===== src/rtl/icache_axi_read_bridge.sv =====
// icache_axi_read_bridge: turns one I-cache line refill request into a single-ID
// AXI4 INCR read burst and hands each R beat back to the cache one cycle later.
module icache_axi_read_bridge #(
    parameter int         ADDR_W = 32,
    parameter int         DATA_W = 64,
    parameter int         BEATS  = 2,
    parameter logic [3:0] AXI_ID = 4'd0
) (
    input  logic              clock,
    input  logic              reset,
    // I-cache refill side
    input  logic              rd_req,
    input  logic [ADDR_W-1:0] rd_addr,
    output logic              rd_rdy,
    output logic              ret_valid,
    output logic              ret_last,
    output logic [DATA_W-1:0] ret_data,
    // AXI AR channel
    output logic              arvalid,
    input  logic              arready,
    output logic [ADDR_W-1:0] araddr,
    output logic [3:0]        arid,
    output logic [7:0]        arlen,
    output logic [2:0]        arsize,
    output logic [1:0]        arburst,
    // AXI R channel
    input  logic              rvalid,
    output logic              rready,
    input  logic [DATA_W-1:0] rdata,
    input  logic [1:0]        rresp,
    input  logic              rlast,
    input  logic [3:0]        rid,
    output logic              bus_err
);
    localparam int LINE_BYTES = BEATS * DATA_W / 8;
    localparam int OFF_W      = $clog2(LINE_BYTES);
    localparam int CNT_W      = $clog2(BEATS) + 1;

    typedef enum logic [1:0] {IDLE, AR, R} state_t;

    state_t            state_q, state_d;
    logic [ADDR_W-1:0] araddr_q, araddr_d;
    logic [CNT_W-1:0]  cnt_q, cnt_d;
    logic [DATA_W-1:0] ret_data_q, ret_data_d;
    logic              ret_valid_q, ret_valid_d;
    logic              ret_last_q, ret_last_d;
    logic              bus_err_q, bus_err_d;
    logic [CNT_W-1:0]  cnt_inc;
    logic              count_done;
    logic              final_beat;
    logic              unused_bits;

    assign cnt_inc    = cnt_q + CNT_W'(1);
    assign count_done = (cnt_inc == CNT_W'(BEATS));

    // rid is never checked and the line offset bits are always forced to zero.
    assign unused_bits = ^{rid, rd_addr[OFF_W-1:0]};

    always_ff @(posedge clock) begin
        if (reset) begin
            state_q     <= IDLE;
            araddr_q    <= '0;
            cnt_q       <= '0;
            ret_data_q  <= '0;
            ret_valid_q <= 1'b0;
            ret_last_q  <= 1'b0;
            bus_err_q   <= 1'b0;
        end else begin
            state_q     <= state_d;
            araddr_q    <= araddr_d;
            cnt_q       <= cnt_d;
            ret_data_q  <= ret_data_d;
            ret_valid_q <= ret_valid_d;
            ret_last_q  <= ret_last_d;
            bus_err_q   <= bus_err_d;
        end
    end

    always_comb begin
        state_d     = state_q;
        araddr_d    = araddr_q;
        cnt_d       = cnt_q;
        ret_data_d  = ret_data_q;
        ret_valid_d = 1'b0;
        ret_last_d  = 1'b0;
        bus_err_d   = bus_err_q;
        final_beat  = 1'b0;
        rd_rdy      = 1'b0;
        arvalid     = 1'b0;
        rready      = 1'b0;

        unique case (state_q)
            IDLE: begin
                rd_rdy = 1'b1;
                if (rd_req) begin
                    araddr_d = {rd_addr[ADDR_W-1:OFF_W], OFF_W'(0)};
                    cnt_d    = '0;
                    state_d  = AR;
                end
            end
            AR: begin
                arvalid = 1'b1;
                if (arready) begin
                    state_d = R;
                end
            end
            R: begin
                rready = 1'b1;
                if (rvalid) begin
                    // A burst that runs to BEATS without rlast is closed here and flagged.
                    final_beat  = rlast || count_done;
                    ret_data_d  = rdata;
                    ret_valid_d = 1'b1;
                    ret_last_d  = final_beat;
                    cnt_d       = cnt_inc;
                    if ((rresp != 2'b00) || (!rlast && count_done)) begin
                        bus_err_d = 1'b1;
                    end
                    if (final_beat) begin
                        state_d = IDLE;
                    end
                end
            end
            default: begin
                state_d = IDLE;
            end
        endcase
    end

    assign araddr    = araddr_q;
    assign ret_data  = ret_data_q;
    assign ret_valid = ret_valid_q;
    assign ret_last  = ret_last_q;
    assign bus_err   = bus_err_q;
    assign arid      = AXI_ID;
    assign arlen     = 8'(BEATS - 1);
    assign arsize    = 3'($clog2(DATA_W / 8));
    assign arburst   = 2'b01;

endmodule


===== config.mk =====
export PLATFORM = sky130hd
export DESIGN_NAME = icache_axi_read_bridge
export DESIGN_NICKNAME = d
export VERILOG_FILES = /design/src/rtl/icache_axi_read_bridge.sv
export SDC_FILE = /design/constraint.sdc
export NUM_CORES = 1
export LEC_CHECK = 0
export BUFFER_PORTS_ARGS = -buffer_cell sky130_fd_sc_hd__buf_2
export CAP_MARGIN = 30
export CORE_MARGIN = 2
export CORE_UTILIZATION = 45
export CTS_BUF_LIST = sky130_fd_sc_hd__clkbuf_8
export DETAILED_ROUTE_END_ITERATION = 8
export HOLD_SLACK_MARGIN = 0.03
export PLACE_DENSITY_LB_ADDON = 0.1
export SLEW_MARGIN = 20
export SYNTH_ARGS = -nofsm -noshare
export SYNTH_HDL_FRONTEND = slang
export SYNTH_SLANG_ARGS = --single-unit

===== constraint.sdc =====
create_clock -name clock -period 2.95 [get_ports clock]
set_input_delay 0.1475 -clock clock [delete_from_list [all_inputs] [get_ports clock]]
set_output_delay 0.1475 -clock clock [all_outputs]
set_load 0.05 [all_outputs]

==> run summary <==
status: finished, final reports clean
Post-Route Skew: 0.00681 ns
CTS tree: built
Clock H-tree levels: 3
final wirelength: 9980 um
vias in the first global route: 3380
RSZ-0062 raised after global routing: no
CP required: 3.22 ns
worst r2r src: state_q[1]$_SDFFE_PP0P_
Gate Count Post-Synth: 430
core area: 8090 um2
Final Max Tran Viols: 0
uppermost layer routed: met4
WL met2: 4800 um
share of cells above drive strength 1: 31.5%
met3 wire len: 861 um
Die ar.: 8960 um2
Setup crit start kind: flop
highest-delay cell along the critical path: and3b_2
sw frac: 28.5%
Die X: 94.7 um
setup TNS: 0 ns
root buffer cell: clkbuf_8
Post-CTS Resized: 0
register bit total from synthesis: 99
Setup crit end kind: flop
Psw: 0.000815 W
VDD IR max: 0.000378 V
period utilisation layout: 59.4%
minimum clock period: 1.75 ns
count of input and output buffers: 197
hold path startpoint: rd_addr[8]
max_cap viols: 0
Via Count: 3677
fin cells: 797
combinational fraction of design power: 19.1%
gr usage total: 21.4%
largest net degree at the start of global routing: 51
hold_buf cts: 75
ANT cells: 0
clock insertion delay at the later pin of the skew report: 0.35 ns
crit-path max FO: 36
syn_area_per_cell: 8.60 um2
Top Ports: 227
power per cell area: 513 nW/um2
Top Family by Delay on Critical Path: simple AND/OR/NAND/NOR gates
residual DRC count: 0
leak pwr: 2.63 nW
# Post-CTS Setup Buffers: 0
DRT Pass-1 Iters: 4
type of the worst setup path: reg2reg
DRT antenna net count: 0
Syn-to-layout area delta: 50.8%
Slew @ Worst Pin: 0.909 ns
Setup violations, final: 0
top post-synthesis cells by area: dfxtp_1 54%, nand2_1 13%, a21oi_1 9.1%
placed cell count: 706
GP Congestion: 0.741
CP peak stage delay: 0.63 ns
Final nets: 796
CP bufs+invs: 1
Yosys Warn Count: 0
Starting DRT DRC Count: 98
Hold Crit Class: in2reg
Clock Power Share: 31.8%
area share of the largest cell type after synthesis: 53.6%
initial antenna violation count: 0
register share of total power: 49.1%
CTS Sinks: 99
crit path DAT: 2.02 ns
Cell Chain, Critical Path: and3b_2 > buf_12 > nand2_1 > a21oi_1
Cell Area, Synth: 3700 um2
cts bufs inserted: 9
total global routing overflow: 0
row cnt: 33
drt via density: 4.61
Die Height: 94.7 um
Final HPWL DP: 6100 um
Distinct cells, synth: 26
average wire per standard cell: 12.5 um
sequential area share after synthesis: 53.6%
Reg clk slew, reported paths: 0.09 ns
largest area contributor in the netlist: dfxtp_1
M1 WL: 3980 um
Int Pwr: 0.00204 W
final core occ: 68.9%
final hold viol count: 0
Longest Clk Path Bufs: 2
f_max: 0.570 GHz
starting density of the core: 45.7%
first-pass GRT wire length: 15300 um
CP startpoint: state_q[1]$_SDFFE_PP0P_
slew margin rel.: 39.4%
## state kept, by name (all words and copies together) (netlist names)
| register | flops |
|---|---|
| cnt_q | 2 |
| ret_last | 1 |
| ret_valid | 1 |
| bus_err | 1 |
| araddr | 28 |
| ret_data | 64 |
| state_q | 2 |
## tightest hold or removal path, stage by stage
cell	delay (ns)
buf_2	0.08
mux2i_1	0.05
nor2_1	0.08
## kinds of logic after synthesis
kind of cell	after synthesis	synth area share [%]
compound gates	74	10.3
simple gates	173	18.7
other cells	2	0.203
mux	28	7.58
buf+inv	53	9.30
flops	99	53.6
fa+ha+maj	1	0.338
## layout make-up
cell class,instances,area (um2)
inverters,3,11.3
fillers,656,2510
clock inverters,7,85.1
multi-input cells,297,1450
well taps,105,131
clock buffers,9,124
flip-flops and latches,99,1980
repair buffers,277,1800
## cell usage after synthesis, drive strengths merged
cell / number
a31oi: 1
o21bai: 1
conb: 2
clkbuf: 15
o21a: 1
o31ai: 1
a22oi: 1
mux2i: 28
inv: 3
dfxtp: 99
o21ai: 2
nand3: 1
buf: 35
nor3b: 2
nand2: 130
nor2: 33
a21oi: 67
nand3b: 2
and3b: 1
ha: 1
nor2b: 4
## power groups by stage
| stage | clock network (W) | logic, W | registers (W) |
|---|---|---|---|
| 2_1_floorplan | 0 | 0.000220 | 0.00158 |
| 3_3_place_gp | 0 | 0.000460 | 0.00143 |
| 3_5_place_dp | 0 | 0.000465 | 0.00143 |
| 4_1_cts | 0.000940 | 0.000542 | 0.00140 |
| 5_1_grt | 0.000997 | 0.000581 | 0.00141 |
| 6_report | 0.000911 | 0.000545 | 0.00140 |
## per-layer routing
metal | up-vias | global-route usage [%]
li1 | 1849 | -
met1 | 1638 | 24.2
met2 | 159 | 36.3
met3 | 31 | 6.86
met4 | 0 | 10.5
met5 | - | 0
## metrics by stage
step | total power, W | hold WS (ns) | worst slack [ns] | area [um2]
6_report | 0.00286 | 0.0472 | 1.20 | 5580
5_1_grt | 0.00299 | 0.0333 | 1.03 | 5580
4_1_cts | 0.00289 | 0.0301 | 1.19 | 5580
3_5_place_dp | 0.00190 | 0.389 | 1.23 | 4620
3_3_place_gp | 0.00189 | 0.381 | 1.27 | 4620
2_1_floorplan | 0.00180 | 0.271 | 1.32 | 3770
## cells in the final DEF, fill, tap and decap left out
cell type      count
o21bai_1           1
buf_2            197
nor3b_4            1
a21oi_1           67
o21a_1             1
dlygate4sd3_1     75
a22oi_1            1
mux2i_1           28
nor2b_1            4
o31ai_1            1
clkinv_2           2
ha_1               1
buf_12             2
nand3_1            1
dfxtp_1           99
nor3b_1            1
clkbuf_8           9
buf_4              3
bufinv_16          2
nor2_1            33
clkinvlp_4         1
and3b_2            1
nand2_1          130
a31oi_1            1
o21ai_0            2
conb_1            21
inv_1              5
nand3b_1           2
## path summary, 6_finish.rpt
kind	to	slack, ns	cells after the start
min reg2reg	ret_data[45]$_SDFFE_PP0P_	0.45	2
min	araddr[8]$_SDFFE_PP0P_	0.05	3
max reg2reg	ret_data[40]$_SDFFE_PP0P_	1.20	4
max	ret_data[40]$_SDFFE_PP0P_	1.20	4
(Power assumes the default switching activity.)
